`src/rtl/trb_line_packer.sv`:
```
// Packs fixed-length 8-bit frames into LINE_BYTES-wide write requests with circular line addressing.
// Optional frame counter enabled by defining TRB_LINE_PACK_STATS_EN.
module trb_line_packer #(
  parameter int LINE_BYTES  = 64,
  parameter int FRAME_BYTES = 128,
  parameter int FIFO_DEPTH  = 4,
  parameter int ADDR_W      = 20
) (
  input  logic                    clk,
  input  logic                    rst_n,
  input  logic [7:0]              st_data_in,
  input  logic                    st_valid_in,
  input  logic                    st_sop_in,
  input  logic                    st_eop_in,
  output logic                    st_ready_out,
  input  logic                    cfg_start,
  input  logic [ADDR_W-1:0]       base_addr,
  input  logic [ADDR_W-1:0]       buf_lines,
  output logic                    wr_valid,
  input  logic                    wr_ready,
  output logic [LINE_BYTES*8-1:0] wr_data,
  output logic [ADDR_W-1:0]       wr_addr,
  output logic                    wr_last,
  output logic [31:0]             frame_cnt,
  output logic                    err_sop,
  output logic                    err_len,
  output logic                    err_ovf
);

  localparam int LW     = LINE_BYTES * 8;
  localparam int LIDX_W = $clog2(LINE_BYTES);
  localparam int BIDX_W = $clog2(FRAME_BYTES);
  localparam int PW     = $clog2(FIFO_DEPTH);
  localparam int CW     = $clog2(FIFO_DEPTH + 1);

  typedef enum logic {IDLE, PACK} state_e;

  typedef struct packed {
    logic [LW-1:0]     data;
    logic [ADDR_W-1:0] addr;
    logic              last;
  } line_t;

  state_e              state_q, state_d;
  logic [BIDX_W-1:0]   bidx_q, bidx_d, eidx;
  logic [LIDX_W-1:0]   lane;
  logic [LW-1:0]       asm_q, asm_d, cur_line;
  logic [ADDR_W-1:0]   base_q, size_q, ptr_q, ptr_d;
  logic                push, push_last, fc_inc, sop_err, len_err;
  logic                err_sop_q, err_len_q, err_ovf_q, rdy_q;

  line_t               mem_q [FIFO_DEPTH];
  line_t               head;
  logic [PW-1:0]       wr_q, rd_q;
  logic [CW-1:0]       cnt_q, cnt_d;
  logic                pop, full, wr_en, ovf;

  // Any sop restarts assembly at byte 0 with a clean line.
  assign eidx = st_sop_in ? '0 : bidx_q;
  assign lane = eidx[LIDX_W-1:0];

  for (genvar k = 0; k < LINE_BYTES; k++) begin : g_lane
    assign cur_line[8*k +: 8] = (lane == LIDX_W'(k)) ? st_data_in :
                                (st_sop_in ? 8'h00 : asm_q[8*k +: 8]);
  end

  always_comb begin
    state_d   = state_q;
    bidx_d    = bidx_q;
    asm_d     = asm_q;
    push      = 1'b0;
    push_last = 1'b0;
    fc_inc    = 1'b0;
    sop_err   = 1'b0;
    len_err   = 1'b0;
    if (cfg_start) begin
      state_d = IDLE;
      bidx_d  = '0;
      asm_d   = '0;
    end else if (st_valid_in) begin
      if (state_q == IDLE && !st_sop_in) begin
        sop_err = 1'b1;
      end else begin
        sop_err = (state_q == PACK) && st_sop_in;
        if (st_eop_in || eidx == BIDX_W'(FRAME_BYTES - 1)) begin
          // Lanes above the current byte are already zero, so early eop pads for free.
          push      = 1'b1;
          push_last = 1'b1;
          fc_inc    = st_eop_in && (eidx == BIDX_W'(FRAME_BYTES - 1));
          len_err   = !fc_inc;
          state_d   = IDLE;
          bidx_d    = '0;
          asm_d     = '0;
        end else begin
          push    = (lane == LIDX_W'(LINE_BYTES - 1));
          asm_d   = push ? '0 : cur_line;
          bidx_d  = eidx + BIDX_W'(1);
          state_d = PACK;
        end
      end
    end
  end

  always_comb begin
    ptr_d = ptr_q;
    if (cfg_start)
      ptr_d = '0;
    else if (push)
      ptr_d = (ptr_q == size_q - ADDR_W'(1)) ? '0 : ptr_q + ADDR_W'(1);
  end

  always_ff @(posedge clk) begin
    if (!rst_n) begin
      state_q   <= IDLE;
      bidx_q    <= '0;
      asm_q     <= '0;
      ptr_q     <= '0;
      base_q    <= '0;
      size_q    <= '0;
      err_sop_q <= 1'b0;
      err_len_q <= 1'b0;
    end else begin
      state_q   <= state_d;
      bidx_q    <= bidx_d;
      asm_q     <= asm_d;
      ptr_q     <= ptr_d;
      err_sop_q <= sop_err;
      err_len_q <= len_err;
      if (cfg_start) begin
        base_q <= base_addr;
        size_q <= buf_lines;
      end
    end
  end

  // Line FIFO: first-word-fall-through; a full FIFO still accepts a push when it pops.
  assign pop   = (cnt_q != '0) && wr_ready;
  assign full  = (cnt_q == CW'(FIFO_DEPTH));
  assign wr_en = push && (!full || pop);
  assign ovf   = push && full && !pop;
  assign cnt_d = cnt_q + CW'(wr_en) - CW'(pop);

  always_ff @(posedge clk) begin
    if (wr_en) mem_q[wr_q] <= '{data: cur_line, addr: base_q + ptr_q, last: push_last};
  end

  always_ff @(posedge clk) begin
    if (!rst_n) begin
      wr_q      <= '0;
      rd_q      <= '0;
      cnt_q     <= '0;
      rdy_q     <= 1'b0;
      err_ovf_q <= 1'b0;
    end else begin
      cnt_q <= cnt_d;
      rdy_q <= (cnt_d <= CW'(FIFO_DEPTH - 2));
      if (ovf) err_ovf_q <= 1'b1;
      if (wr_en) wr_q <= (wr_q == PW'(FIFO_DEPTH - 1)) ? '0 : wr_q + PW'(1);
      if (pop)   rd_q <= (rd_q == PW'(FIFO_DEPTH - 1)) ? '0 : rd_q + PW'(1);
    end
  end

  assign wr_valid     = (cnt_q != '0);
  assign head         = wr_valid ? mem_q[rd_q] : '0;
  assign wr_data      = head.data;
  assign wr_addr      = head.addr;
  assign wr_last      = head.last;
  assign st_ready_out = rdy_q;
  assign err_sop      = err_sop_q;
  assign err_len      = err_len_q;
  assign err_ovf      = err_ovf_q;

`ifdef TRB_LINE_PACK_STATS_EN
  logic [31:0] fc_q;
  always_ff @(posedge clk) begin
    if (!rst_n)      fc_q <= '0;
    else if (fc_inc) fc_q <= fc_q + 32'd1;
  end
  assign frame_cnt = fc_q;
`else
  logic unused_fc_inc;
  assign unused_fc_inc = fc_inc;
  assign frame_cnt     = '0;
`endif

endmodule
```
`config.mk`:
```
export PLATFORM = sky130hd
export DESIGN_NAME = trb_line_packer
export DESIGN_NICKNAME = d
export VERILOG_FILES = /design/src/rtl/trb_line_packer.sv
export SDC_FILE = /design/constraint.sdc
export NUM_CORES = 2
export LEC_CHECK = 0
export BUFFER_PORTS_ARGS = -buffer_cell sky130_fd_sc_hd__buf_2
export CORE_ASPECT_RATIO = 1.1
export CORE_MARGIN = 2
export CORE_UTILIZATION = 35
export DETAILED_ROUTE_END_ITERATION = 10
export PLACE_DENSITY = 0.49
export SETUP_SLACK_MARGIN = 0.5
export SLEW_MARGIN = 20
export SYNTH_ARGS = -nofsm -noshare
export SYNTH_HDL_FRONTEND = slang
export SYNTH_SLANG_ARGS = --single-unit
```
`constraint.sdc`:
```
create_clock -name clk -period 44.2 [get_ports clk]
set_input_delay 0 -clock clk [delete_from_list [all_inputs] [get_ports clk]]
set_output_delay 0 -clock clk [all_outputs]
set_load 0.02 [all_outputs]
```
==> summary.txt <==
====================================================================================================
Largest family of logic cells by synthesized area ..................................... multiplexers
Starting DRC count in detailed routing ................................................         6043
Hold Crit Class ....................................................................... input port to flop
Final setup fails .....................................................................            0
Fraction of registers with async set/reset ............................................            0
Launch point of the critical path ..................................................... bidx_q[1]$_SDFFE_PP0P_
Gate Count Post-Synth .................................................................         7508
Total routing usage reported by global routing ........................................        0.194
DRC Markers ...........................................................................            0
Area share of xor/xnor cells in the synthesized design ................................      0.00440
CTS Root Buffer Type .................................................................. sky130_fd_sc_hd__clkbuf_16
Effective utilization at floorplan ....................................................        0.351
Instance count after placement with tap cells included ................................        11800
Pin count of the biggest net entering global routing ..................................          181
R2R setup slack .......................................................................     36.06 ns
Origin of the worst min-delay path .................................................... st_data_in[7]
Critical path fanouts, max ............................................................           58
Die boundary height ...................................................................       591 um
Most instantiated flip-flop cell in the synthesis netlist ............................. sky130_fd_sc_hd__edfxtp_1
Chip width ............................................................................       537 um
Total standard cell area after synthesis .............................................. 109000 sq um
Min Hold Slack ........................................................................    0.0999 ns
Filler-free cell count of the finished design .........................................        12500
Peak supply drop ......................................................................      34.5 uV
Startpoint types ......................................................................         flop
Number of sinks handled by clock tree synthesis .......................................         2725
Placeable core area ................................................................... 312000 sq um
TritonCTS clock tree ..................................................................         done
Detailed-router iteration count before antenna repair .................................            6
Share of final-layout standard cells stronger than drive strength 1 ...................        0.206
Htree depth ...........................................................................            5
Grt met1 use ..........................................................................        0.282
# rows ................................................................................          215
Number of buffer cells added on primary ports .........................................          592
Maximum count of clock buffers along a single path ....................................            4
Final weighted congestion in routability-driven placement .............................        0.757
Final global-route overflow total .....................................................            0
Sum of negative setup slack ...........................................................         0 ns
Global-route wire length before repair ................................................    455000 um
Minimum clock period ..................................................................      8.14 ns
Ys Warns ..............................................................................            0
Clock-pin slew reported for the worst setup and hold paths after clock tree synthesis .      0.06 ns
Unrepaired setup endpoints after global routing .......................................        false
Post-detailed-route via-to-cell ratio .................................................         5.26
Detailed-route wire length per cell ...................................................      25.1 um
Post-route total power ................................................................      6.85 mW
Syn avg cell area .....................................................................   14.6 sq um
Leak Pwr ..............................................................................      42.9 nW
Critical Path End Type ................................................................         flop
HPWL after DPL ........................................................................    181000 um
Endpoint arrival time on the critical path ............................................      8.64 ns
Fill count ............................................................................        28500
Final Max Slew Viols ..................................................................            0
Total Nets Final ......................................................................         8229
Timing-limited maximum frequency ......................................................      123 MHz
Die area .............................................................................. 317000 sq um
EDFF count, synth .....................................................................         2132
Initial antenna violation count .......................................................           26
Met2 capacity usage during global routing .............................................        0.303
Boundary Pins .........................................................................          625
Post-synthesis simple-gate area fraction ..............................................        0.101
Number of nets with antenna violations after detailed routing .........................            0
Layer carrying the most global-route usage ............................................         met2
Maxcap violations .....................................................................            0
Share of cell area taken by muxes after synthesis .....................................        0.114
Insertion delay to the later sink of the worst-skew pair ..............................      0.90 ns
Outcome ............................................................................... finished clean
Via count of the first global-routing pass ............................................        64800
FF-to-FF Start ........................................................................ bidx_q[1]$_SDFFE_PP0P_
Power Density ......................................................................... 53.5 nW/um^2
Clock buffer count from CTS ...........................................................          297
Final Core Density ....................................................................        0.411
Met3 layer usage reported by global route .............................................       0.0290
Share of the cycle needed by the critical path after routing ..........................        0.184
Adder-cell area share of the yosys netlist ............................................      0.00414
Growth of design area from synthesis to finish ........................................        17.0%
Tightest Pin Transition ...............................................................      1.22 ns
WL final ..............................................................................    314000 um
Critical path start-end classification ................................................ flop to flop
Data required time of the worst path ..................................................     44.70 ns
Post-synthesis register bit count .....................................................         2725
Final hold violation count ............................................................            0
Number of distinct library cells after synthesis ......................................           64
Post-route clock skew .................................................................    0.0487 ns
Total via count in the routed design ..................................................        65900
Complex-gate fraction of the synthesized area .........................................       0.0615
Part of the Yosys area used for sequential elements ...................................        0.693
Max-Slew Margin vs Limit ..............................................................        0.188
====================================================================================================
-- final timing paths --
kind                             end  cells after the start
max reg2reg  mem_q[3][400]$_DFFE_PP_                     13
max          mem_q[3][400]$_DFFE_PP_                     13
min reg2reg  asm_q[510]$_SDFFE_PP0P_                      1
min           mem_q[3][36]$_DFFE_PP_                      3
-- registers in the layout, indices dropped and copies added, names as in the netlist, named ones only --
signal / cells
mem_q: 2132
asm_q: 512
base_q: 20
ptr_q: 20
size_q: 20
bidx_q: 7
cnt_q: 3
rd_q: 2
wr_q: 2
err_len: 1
err_ovf: 1
err_sop: 1
st_ready_out: 1
state_q: 1
-- logic make-up after synthesis --
family | Yosys count
AO/OA/AOI/OAI | 1069
XOR/XNOR | 55
adder cells (fa/ha/maj) | 35
buffers and inverters | 605
flip-flops | 2725
multiplexers | 578
other | 1
AND/OR/NAND/NOR | 2440
-- placed cells by master, fill, tap and decap left out, types with 9 or more instances in the layout --
cell,count
sky130_fd_sc_hd__mux2i_1,44
sky130_fd_sc_hd__clkbuf_16,304
sky130_fd_sc_hd__o21ai_1,19
sky130_fd_sc_hd__bufinv_16,24
sky130_fd_sc_hd__and3_1,9
sky130_fd_sc_hd__clkbuf_1,72
sky130_fd_sc_hd__xnor2_1,34
sky130_fd_sc_hd__clkbuf_8,20
sky130_fd_sc_hd__and2_1,545
sky130_fd_sc_hd__nand2_1,1069
sky130_fd_sc_hd__inv_6,11
sky130_fd_sc_hd__clkinv_1,44
sky130_fd_sc_hd__dfxtp_1,591
sky130_fd_sc_hd__ha_1,33
sky130_fd_sc_hd__edfxtp_1,2132
sky130_fd_sc_hd__xor2_1,21
sky130_fd_sc_hd__nor2b_1,62
sky130_fd_sc_hd__mux4_2,533
sky130_fd_sc_hd__a22oi_1,506
sky130_fd_sc_hd__o21ai_0,478
sky130_fd_sc_hd__inv_1,19
sky130_fd_sc_hd__nor2_2,26
sky130_fd_sc_hd__nor3_1,39
sky130_fd_sc_hd__conb_1,32
sky130_fd_sc_hd__buf_2,584
sky130_fd_sc_hd__buf_4,114
sky130_fd_sc_hd__clkinvlp_4,9
sky130_fd_sc_hd__dlygate4sd3_1,173
sky130_fd_sc_hd__nand3_1,45
sky130_fd_sc_hd__clkinv_2,49
sky130_fd_sc_hd__buf_12,10
sky130_fd_sc_hd__a21oi_1,23
sky130_fd_sc_hd__nor2_1,581
-- stage by stage --
stage	setup slack, ns	instance area, sq um
finish	36.06	128000
global route	35.49	128000
CTS	35.85	128000
detailed placement	35.79	117000
global placement	35.68	117000
floorplan	29.18	110000
-- routing by layer --
metal / vias to the layer above / part of all wire / wire (um)
li1: 29300 / - / -
met1: 34100 / 0.46 / 143000
met2: 2059 / 0.46 / 146000
met3: 386 / 0.057 / 18000
met4: 2 / 0.024 / 7480
met5: - / 0.000032 / 10
-- area by class of cell --
class	count	area (sq um)	area share
clock inverters	152	1530	0.0119
multi-input cells	4209	31400	0.245
inverters	20	82.6	0.000645
well taps	4123	5160	0.0403
clock buffers	396	8150	0.0637
diodes	6	15.0	0.000117
flip-flops and latches	2725	75900	0.593
repair buffers	886	5800	0.0453
-- timing repair --
item	4_1_cts	5_1_grt
setup buffers	0	0
gates resized for setup	0	0
hold buffers	173	0
hold endpoints to repair	152	0
-- power by group --
group / switching [mW] / internal (mW) / total (mW)
logic: 1.03 / 0.580 / 1.61
clock network: 1.03 / 1.45 / 2.47
registers: 0.0152 / 2.75 / 2.77
-- cell usage after synthesis, types with 6 or more instances --
cell type	n	area [sq um]
sky130_fd_sc_hd__nand2b_1	9	56.3
sky130_fd_sc_hd__o21a_1	6	45.0
sky130_fd_sc_hd__xnor2_1	34	298
sky130_fd_sc_hd__nand4_1	6	37.5
sky130_fd_sc_hd__mux4_2	533	12000
sky130_fd_sc_hd__nor2b_1	62	388
sky130_fd_sc_hd__inv_1	19	71.3
sky130_fd_sc_hd__buf_1	91	342
sky130_fd_sc_hd__clkbuf_1	459	1720
sky130_fd_sc_hd__o21ai_1	17	85.1
sky130_fd_sc_hd__xor2_1	21	184
sky130_fd_sc_hd__nor2_1	608	2280
sky130_fd_sc_hd__ha_1	33	413
sky130_fd_sc_hd__nor3_1	40	200
sky130_fd_sc_hd__and2_1	549	3430
sky130_fd_sc_hd__or3_1	6	37.5
sky130_fd_sc_hd__buf_4	32	240
sky130_fd_sc_hd__edfxtp_1	2132	64000
sky130_fd_sc_hd__a21o_1	6	45.0
sky130_fd_sc_hd__o21ai_0	480	2400
sky130_fd_sc_hd__and3_1	9	56.3
sky130_fd_sc_hd__nand2_1	1070	4020
sky130_fd_sc_hd__a22oi_1	506	3800
sky130_fd_sc_hd__mux2i_1	44	440
sky130_fd_sc_hd__nand3_1	45	225
sky130_fd_sc_hd__a21oi_1	23	115
sky130_fd_sc_hd__dfxtp_1	593	11900
-- critical path, stage by stage, from the launching register on --
cell and delay, ns:
sky130_fd_sc_hd__dfxtp_1 0.33, sky130_fd_sc_hd__nor2b_1 0.28, sky130_fd_sc_hd__ha_1 0.29, sky130_fd_sc_hd__nand4b_1 0.35, sky130_fd_sc_hd__nor2_4 0.57, sky130_fd_sc_hd__o21ai_1 0.31
sky130_fd_sc_hd__buf_4 0.27, sky130_fd_sc_hd__nor2_1 0.35, sky130_fd_sc_hd__and2_4 0.70, sky130_fd_sc_hd__buf_4 0.83, sky130_fd_sc_hd__buf_4 0.82, sky130_fd_sc_hd__buf_4 0.79
sky130_fd_sc_hd__buf_4 0.79, sky130_fd_sc_hd__buf_4 0.74
No activity file was read; power rests on OpenSTA's default activity.
